$ cat config.mk
export PLATFORM = sky130hd
export DESIGN_NAME = memctrl_lfsr_bist
export DESIGN_NICKNAME = d
export VERILOG_FILES = /design/src/rtl/memctrl_bist_pkg.sv /design/src/rtl/memctrl_bist_fail_log.sv /design/src/rtl/memctrl_lfsr_bist.sv
export SDC_FILE = /design/constraint.sdc
export NUM_CORES = 1
export LEC_CHECK = 0
export CAP_MARGIN = 20
export CORE_MARGIN = 1
export CORE_UTILIZATION = 25
export CTS_BUF_LIST = sky130_fd_sc_hd__clkbuf_2 sky130_fd_sc_hd__clkbuf_4 sky130_fd_sc_hd__clkbuf_8
export CTS_CLUSTER_DIAMETER = 150
export DETAILED_ROUTE_END_ITERATION = 10
export HOLD_SLACK_MARGIN = 0.1
export PLACE_DENSITY = 0.51
export SYNTH_ARGS = -nofsm -noshare
export SYNTH_HDL_FRONTEND = slang
export SYNTH_SLANG_ARGS = --single-unit
$ cat constraint.sdc
create_clock -name clk -period 2.4 [get_ports clk]
set_input_delay 0.48 -clock clk [delete_from_list [all_inputs] [get_ports clk]]
set_output_delay 0.48 -clock clk [all_outputs]
set_load 0.01 [all_outputs]
$ cat src/rtl/memctrl_bist_pkg.sv
// rtl/memctrl_bist_pkg.sv - shared state encoding and pattern constants for the LFSR memory BIST
package memctrl_bist_pkg;

  localparam int              PAT_W     = 16;
  localparam logic [PAT_W-1:0] LFSR_SEED = 16'h0001;

  typedef enum logic [2:0] {
    IDLE  = 3'd0,
    WRITE = 3'd1,
    GAP   = 3'd2,
    READ  = 3'd3,
    DRAIN = 3'd4,
    DONE  = 3'd5
  } bist_state_e;

endpackage

$ cat src/rtl/memctrl_bist_fail_log.sv
// rtl/memctrl_bist_fail_log.sv - failing-address register file with saturating count and sticky overflow
module memctrl_bist_fail_log #(
  parameter int ADDR_W   = 8,
  parameter int MAX_FAIL = 4,
  localparam int CNT_W   = $clog2(MAX_FAIL + 1),
  localparam int IDX_W   = (MAX_FAIL > 1) ? $clog2(MAX_FAIL) : 1
) (
  input  logic              clk,
  input  logic              rstn,
  input  logic              i_clr,
  input  logic              i_wr,
  input  logic [ADDR_W-1:0] i_addr,
  input  logic [IDX_W-1:0]  i_rd_idx,
  output logic [ADDR_W-1:0] o_rd_addr,
  output logic [CNT_W-1:0]  o_fail_cnt,
  output logic              o_fail_ovf
);

  logic [ADDR_W-1:0] r_log [MAX_FAIL];
  logic [CNT_W-1:0]  r_cnt;
  logic              r_ovf;
  logic              w_full;

  assign w_full = (r_cnt >= CNT_W'(MAX_FAIL));

  always_ff @(posedge clk or negedge rstn) begin
    if (!rstn) begin
      r_cnt <= '0;
      r_ovf <= 1'b0;
      for (int i = 0; i < MAX_FAIL; i++) r_log[i] <= '0;
    end else if (i_clr) begin
      r_cnt <= '0;
      r_ovf <= 1'b0;
      for (int i = 0; i < MAX_FAIL; i++) r_log[i] <= '0;
    end else if (i_wr) begin
      if (!w_full) begin
        r_log[r_cnt[IDX_W-1:0]] <= i_addr;
        r_cnt                   <= r_cnt + 1'b1;
      end else begin
        r_ovf <= 1'b1;
      end
    end
  end

  // Slots at or beyond the fill level read as zero so stale entries never leak out.
  assign o_rd_addr  = (CNT_W'(i_rd_idx) < r_cnt) ? r_log[i_rd_idx] : '0;
  assign o_fail_cnt = r_cnt;
  assign o_fail_ovf = r_ovf;

endmodule

$ cat src/rtl/memctrl_lfsr_bist.sv
// rtl/memctrl_lfsr_bist.sv - write/reseed/read-compare LFSR memory self-test with repair log
module memctrl_lfsr_bist
  import memctrl_bist_pkg::*;
#(
  parameter int ADDR_W   = 8,
  parameter int RD_LAT   = 1,
  parameter int MAX_FAIL = 4,
  localparam int CNT_W   = $clog2(MAX_FAIL + 1),
  localparam int IDX_W   = (MAX_FAIL > 1) ? $clog2(MAX_FAIL) : 1,
  localparam int DC_W    = $clog2(RD_LAT + 1)
) (
  input  logic              clk,
  input  logic              rstn,
  input  logic              start,
  output logic              lfsr_en,
  input  logic [PAT_W-1:0]  lfsr_out,
  output logic              mem_cs,
  output logic              mem_we,
  output logic [ADDR_W-1:0] mem_addr,
  output logic [PAT_W-1:0]  mem_wdata,
  input  logic [PAT_W-1:0]  mem_rdata,
  output logic              busy,
  output logic              done,
  output logic              pass,
  output logic              fail_valid,
  output logic [ADDR_W-1:0] fail_addr,
  output logic [CNT_W-1:0]  fail_cnt,
  output logic              fail_ovf,
  input  logic [IDX_W-1:0]  spare_idx,
  output logic [ADDR_W-1:0] spare_addr
);

  bist_state_e       r_state, w_next_state;
  logic [ADDR_W-1:0] r_addr;
  logic [DC_W-1:0]   r_drain_cnt;
  logic              r_pass;

  logic [RD_LAT-1:0] r_dl_vld;
  logic [ADDR_W-1:0] r_dl_addr [RD_LAT];
  logic [PAT_W-1:0]  r_dl_data [RD_LAT];

  logic w_clr, w_write, w_read, w_done, w_busy;
  logic w_miscmp;
  logic [CNT_W-1:0] w_log_cnt;
  logic             w_log_ovf;

  always_comb begin
    w_next_state = r_state;
    w_clr        = 1'b0;
    w_write      = 1'b0;
    w_read       = 1'b0;
    w_done       = 1'b0;
    w_busy       = 1'b1;
    case (r_state)
      IDLE: begin
        w_busy = 1'b0;
        if (start) begin
          w_clr        = 1'b1;
          w_next_state = WRITE;
        end
      end
      WRITE: begin
        w_write = 1'b1;
        if (&r_addr) w_next_state = GAP;
      end
      GAP:   w_next_state = READ;
      READ: begin
        w_read = 1'b1;
        if (&r_addr) w_next_state = DRAIN;
      end
      DRAIN: if (r_drain_cnt == DC_W'(RD_LAT - 1)) w_next_state = DONE;
      DONE: begin
        w_done       = 1'b1;
        w_next_state = IDLE;
      end
      default: w_next_state = IDLE;
    endcase
  end

  always_ff @(posedge clk or negedge rstn) begin
    if (!rstn) begin
      r_state     <= IDLE;
      r_addr      <= '0;
      r_drain_cnt <= '0;
      r_pass      <= 1'b0;
    end else begin
      r_state     <= w_next_state;
      // The counter wraps from all-ones to zero on its own between the passes.
      if (w_clr)                 r_addr <= '0;
      else if (w_write || w_read) r_addr <= r_addr + 1'b1;
      r_drain_cnt <= (r_state == DRAIN) ? r_drain_cnt + 1'b1 : '0;
      if (w_clr)       r_pass <= 1'b0;
      else if (w_done) r_pass <= (w_log_cnt == '0) && !w_log_ovf;
    end
  end

  // Expected data and address travel alongside the read so they line up with mem_rdata.
  always_ff @(posedge clk or negedge rstn) begin
    if (!rstn) begin
      r_dl_vld <= '0;
      for (int i = 0; i < RD_LAT; i++) begin
        r_dl_addr[i] <= '0;
        r_dl_data[i] <= '0;
      end
    end else begin
      r_dl_vld[0]  <= w_read;
      r_dl_addr[0] <= r_addr;
      r_dl_data[0] <= lfsr_out;
      for (int i = 1; i < RD_LAT; i++) begin
        r_dl_vld[i]  <= r_dl_vld[i-1];
        r_dl_addr[i] <= r_dl_addr[i-1];
        r_dl_data[i] <= r_dl_data[i-1];
      end
    end
  end

  assign w_miscmp = r_dl_vld[RD_LAT-1] && (r_dl_data[RD_LAT-1] != mem_rdata);

  memctrl_bist_fail_log #(
    .ADDR_W   (ADDR_W),
    .MAX_FAIL (MAX_FAIL)
  ) u_fail_log (
    .clk        (clk),
    .rstn       (rstn),
    .i_clr      (w_clr),
    .i_wr       (w_miscmp),
    .i_addr     (r_dl_addr[RD_LAT-1]),
    .i_rd_idx   (spare_idx),
    .o_rd_addr  (spare_addr),
    .o_fail_cnt (w_log_cnt),
    .o_fail_ovf (w_log_ovf)
  );

  assign lfsr_en    = w_write || w_read;
  assign mem_cs     = w_write || w_read;
  assign mem_we     = w_write;
  assign mem_addr   = r_addr;
  assign mem_wdata  = w_write ? lfsr_out : '0;
  assign busy       = w_busy;
  assign done       = w_done;
  assign pass       = r_pass;
  assign fail_valid = w_miscmp;
  assign fail_addr  = w_miscmp ? r_dl_addr[RD_LAT-1] : '0;
  assign fail_cnt   = w_log_cnt;
  assign fail_ovf   = w_log_ovf;

endmodule

Word-level counts from Yosys, hierarchy flattened
Cells that the tools add are included.

Logic and storage cells: 83. Input bits: 37. Bits in registers: 74. Output and inout bits: 51.

Bitwise gates (word level): 2. Reduce and logical (&&, ||, !) cells: 15. Equality and inequality tests: 11. Multiplexer cells: 34. $lt $le $gt $ge: 5. $add $sub $neg: 3.

Operator list (count): $mux 32 (3); $mux 8 (7); $bwmux 32 (1); $mux 3 (7); $bmux 8 s2 (1); $demux 8 s2 (1); $mux 16 (1); $ne 16x16->1 (1); $pmux 3 s5 (1); $mux 1 (12); $ge 3x3->1 const B (3); $add 8x1->8 const B (1); $ne 2x2->1 const B (4); $reduce_and 8->1 (1); $reduce_bool 2->1 (4); $eq 3x2->1 const B (2); $eq 3x3->1 const B (2); $logic_not 3->1 (2); $not 2->3 (2); $reduce_and 2->1 (2); $reduce_and 4->1 (1); $add 3x1->3 const B (1); $eq 3x1->1 const B (1); $logic_and 1x1->1 (3); other kinds (6) (6).

Logic depth before layout (Yosys ltp)
Word-level depth: 9. Mapped depth: 7. Gate-level depth less buffers: 6.

Hierarchy
From an unflattened synthesis, not the netlist that was laid out.

Cell total of the unflattened synthesis: 288. Area total of the unflattened synthesis: 3410.8 µm².

By module, submodules not included: memctrl_bist_fail_log (cells an instance 149, sequential area each 900.9 µm², area each 1808.0 µm², instances 1); memctrl_lfsr_bist (cells an instance 139, sequential area each 950.9 µm², area each 1602.8 µm², instances 1).

Worst setup path after synthesis
OpenSTA, ideal clock, no wires.

Kind: input to output. Start: input port mem_rdata[9]. End: output port fail_addr[0]. Stages: 5. Slack: 0.386 ns. Data arrival time: 1.534 ns. Path buffers: 1. Data required time: 1.920 ns. Cells stage by stage: xor2_1 > nor4_1 > a41oi_1 > clkbuf_1 > and2_1.

Longest elaborated chain between the ends: 3.

RTL lines: start: declaration (line memctrl_lfsr_bist.sv:21) `input logic [PAT_W-1:0] mem_rdata,`; $ne 16x16->1 (line memctrl_lfsr_bist.sv:117) `assign w_miscmp = r_dl_vld[RD_LAT-1] && (r_dl_data[RD_LAT-1] != mem_rdata);`; $logic_and 1x1->1 (line memctrl_lfsr_bist.sv:117); net fail_valid (line memctrl_lfsr_bist.sv:25) `output logic fail_valid,`; $mux 8 (line memctrl_lfsr_bist.sv:143) `assign fail_addr = w_miscmp ? r_dl_addr[RD_LAT-1] : '0;`; end: declaration (line memctrl_lfsr_bist.sv:26) `output logic [ADDR_W-1:0] fail_addr,`.

The timed path passes the listed nets, and every way through them passes these cells.

Worst setup path in the final report
Start: input port mem_rdata[7]. End: output port fail_addr[3].

Longest elaborated chain between the ends: 3.

RTL lines (line): $ne 16x16->1 (memctrl_lfsr_bist.sv:117); $logic_and 1x1->1 (memctrl_lfsr_bist.sv:117); $mux 8 (memctrl_lfsr_bist.sv:143).

Every way passes these cells.

==> flow_metrics.env <==
export IMPL_regArea_um2=1856
export IMPL_synth_cell_types=40
export IMPL_relSlewSlack_pct=67.54
export IMPL_finalHoldViolations=0
export IMPL_grt_util_all_layers_pct=13.30
export IMPL_wl_per_cell_um=14.68
export IMPL_crit_top_cell="buf_6"
export IMPL_core_area_um2=13450
export IMPL_outcome="complete, no violations"
export IMPL_synth_common_cells="dfrtp_1 (74), nand2_1 (48), mux2i_1 (33)"
export IMPL_cp_data_required_time_ns=1.92
export IMPL_cts_max_level=3
export IMPL_grt_start_max_net_pins=30
export IMPL_setup_slack_ns=0.01947
export IMPL_synth_fp_nets=347
export IMPL_grt_pass1_wl_um=14700
export IMPL_max_cap_viol_count=0
export IMPL_ys_ff_latch=74
export IMPL_crit_type="input pin to primary output"
export IMPL_dp_hpwl_um=6337
export IMPL_cts_clk_slew_worst_paths_ns=0.08
export IMPL_power_uw=4153
export IMPL_cp_cell_sequence="dlygate4sd2_1 -> xor2_1 -> nor4_1 -> buf_4 -> a41oi_4 -> buf_6 -> and2_4 -> buf_6"
export IMPL_grt_pass1_vias=2817
export IMPL_critPathLaunchType="input pin"
export IMPL_syn_inst=304
export IMPL_fp_row_count=42
export IMPL_synth_edf_count=0
export IMPL_syn2layout_area_growth_pct=48.03
export IMPL_peakVddDrop_mv=0.4638
export IMPL_cts_sinks=74
export IMPL_dieArea_um2=14450
export IMPL_ys_seq_area_share_pct=53.01
export IMPL_fin_util_pct=38.44
export IMPL_yosys_top_cells_area="dfrtp_1 (53%), mux2i_1 (9.5%), xor2_1 (5.3%)"
export IMPL_finalInstanceArea_um2=5171
export IMPL_layoutNonFillerInstCount=604
export IMPL_period_share_pct=99.19
export IMPL_drt_total_wl_um=8865
export IMPL_ys_flop_type="dfrtp_1"
export IMPL_synth_most_common_cell="dfrtp_1"
export IMPL_min_path_type="register to register"
export IMPL_multiInputGateArea_um2=1639
export IMPL_yosys_warnings=0
export IMPL_crit_arrival_ns=1.90
export IMPL_skew_ns=0.01056
export IMPL_io_pins=88
export IMPL_worstSetupEndpointType="primary output"
export IMPL_nets=467
export IMPL_die_x_um=120.2
export IMPL_synth_area_um2=3493
export IMPL_overflow=0
export IMPL_viasPerCell=4.296
export IMPL_drive_above_1_share_pct=23.13
export IMPL_place_area_um2=4737
export IMPL_vias=2595
export IMPL_finalMaxSlewViolations=0
export IMPL_finalCriticalPeriod_ns=2.381
export IMPL_cts_buffer_depth=2
export IMPL_clockRootBuffer="clkbuf_8"
export IMPL_nFillCells=1402
export IMPL_antenna_found_initial=0
export IMPL_cts_tree="yes"
export IMPL_yosysTopAreaCell="dfrtp_1"
export IMPL_rsz0062_at_grt="yes"
export IMPL_worst_path_max_delay_cell="nor4_1"
export IMPL_setup_viol=0
export IMPL_ant_nets=0
export IMPL_start_util_pct=25.97
export IMPL_fmax_ghz=0.4201
export IMPL_ys_async_sr_fraction_pct=100.0
export IMPL_yosysTopAreaCellShare_pct=53.01
export IMPL_drtIter0Drc=90
export IMPL_syn_area_per_cell_um2=11.49
export IMPL_leakagePower_uw=0.002376
export IMPL_place_ws_ns=-0.5942
export IMPL_worst_slew_pin_slew_ns=0.4868
export IMPL_drc=0
export IMPL_chipHeight_um=120.2
export IMPL_io_buffer_count=87
export IMPL_slowest_delay_ns=0.27
export IMPL_gp_congestion=0.7028
export IMPL_p_per_area_nw_per_um2=803.0
export IMPL_dr_pass1_iters=4
export IMPL_cts_made_buffers=9
export IMPL_diodes=0
export IMPL_insertion_delay_ns=0.35
export IMPL_crit_path_max_fanout=5
export IMPL_dp_cells=576
-- state kept, by name (all words and copies together), names as in the netlist --
name	flops
mem_addr	8
pass	1
r_dl_addr	8
r_dl_data	16
r_dl_vld	1
r_drain_cnt	1
r_state	3
u_fail_log.o_fail_cnt	3
u_fail_log.o_fail_ovf	1
u_fail_log.r_log	32
-- power by group --
group	switching, µW	total (µW)	internal (µW)
Combinational	645	1330	685
Sequential	250	1760	1510
Clock	481	1060	583
Total	1380	4150	2780
-- final cells by class --
cell class                 instances  area share (%)
inverter                           6          0.4355
clock buffer                       9           2.395
timing repair buffer             124           23.59
multi-input combinational        209           31.70
clock inverter                     6           1.742
sequential                        74           35.88
tap                              176           4.258
-- cell usage in the layout (no fill, tap or decap), types with 3 or more instances in the layout --
cell,n
a21oi_1,6
and2_1,17
and2_4,8
buf_12,5
buf_4,27
buf_6,12
clkbuf_2,4
clkbuf_8,9
clkdlybuf4s50_1,35
dfrtp_1,71
dfrtp_2,3
dlygate4sd2_1,21
dlymetal6s2s_1,15
ha_1,6
inv_1,5
mux2i_1,33
mux4_2,8
nand2_1,48
nand4_1,3
nor2_1,13
nor2b_1,8
o21ai_0,4
or3_1,3
xor2_1,20
-- per-stage QoR --
stage | TNS (ns) | hold WS (ns)
6_report | 0 | 0.4611
5_1_grt | -0.6426 | 0.4906
4_1_cts | -0.7618 | 0.4751
3_5_place_dp | -9.795 | 0.4522
3_3_place_gp | -10.00 | 0.4524
2_1_floorplan | 0 | 0.1844
-- worst max-delay path: cells and delay by family --
family	cells	cell delay, ns
AO/OA/AOI/OAI	1	0.15
AND/OR/NAND/NOR	2	0.41
XOR/XNOR	1	0.15
buffers and inverters	4	0.71
-- timing repair --
action,in CTS,in global routing
setup buffers,7,4
endpoints found under the setup margin,34,30
hold buffers,1,0
gates resized for setup,89,37
gates cloned,2,0
endpoints found under the hold margin,19,0
pin swaps,19,10
-- layer usage --
metal	vias up	GRT usage, %	routed length, µm
li1	1258	-	-
met1	1276	17.00	4067
met2	51	22.13	4357
met3	10	2.217	291
met4	0	5.787	148
met5	-	0	0
-- cells by family after synthesis --
| family | share of synthesized area, % |
|---|---|
| simple gates | 18.45 |
| buf+inv | 2.722 |
| fa+ha+maj | 2.149 |
| compound gates | 3.546 |
| flops | 53.01 |
| mux | 14.61 |
| xor+xnor | 5.516 |
-- final timing paths --
kind | from | end | slack [ns] | depth (start not counted)
worst max register to register | r_dl_data[5]$_DFF_PN0_ | u_fail_log.r_log[27]$_DFFE_PN0P_ | 0.26 | 9
worst max-delay path | mem_rdata[7] | fail_addr[3] | 0.02 | 8
worst min-delay path | mem_addr[6]$_DFFE_PN0P_ | r_dl_addr[6]$_DFF_PN0_ | 0.46 | 0
max in group asynchronous | rstn | u_fail_log.r_log[11]$_DFFE_PN0P_ | 1.04 | 4
min in group asynchronous | rstn | r_dl_data[2]$_DFF_PN0_ | 0.62 | 2
worst min register to register | mem_addr[6]$_DFFE_PN0P_ | r_dl_addr[6]$_DFF_PN0_ | 0.46 | 0
Note: power is estimated with default switching activity, not from simulation.
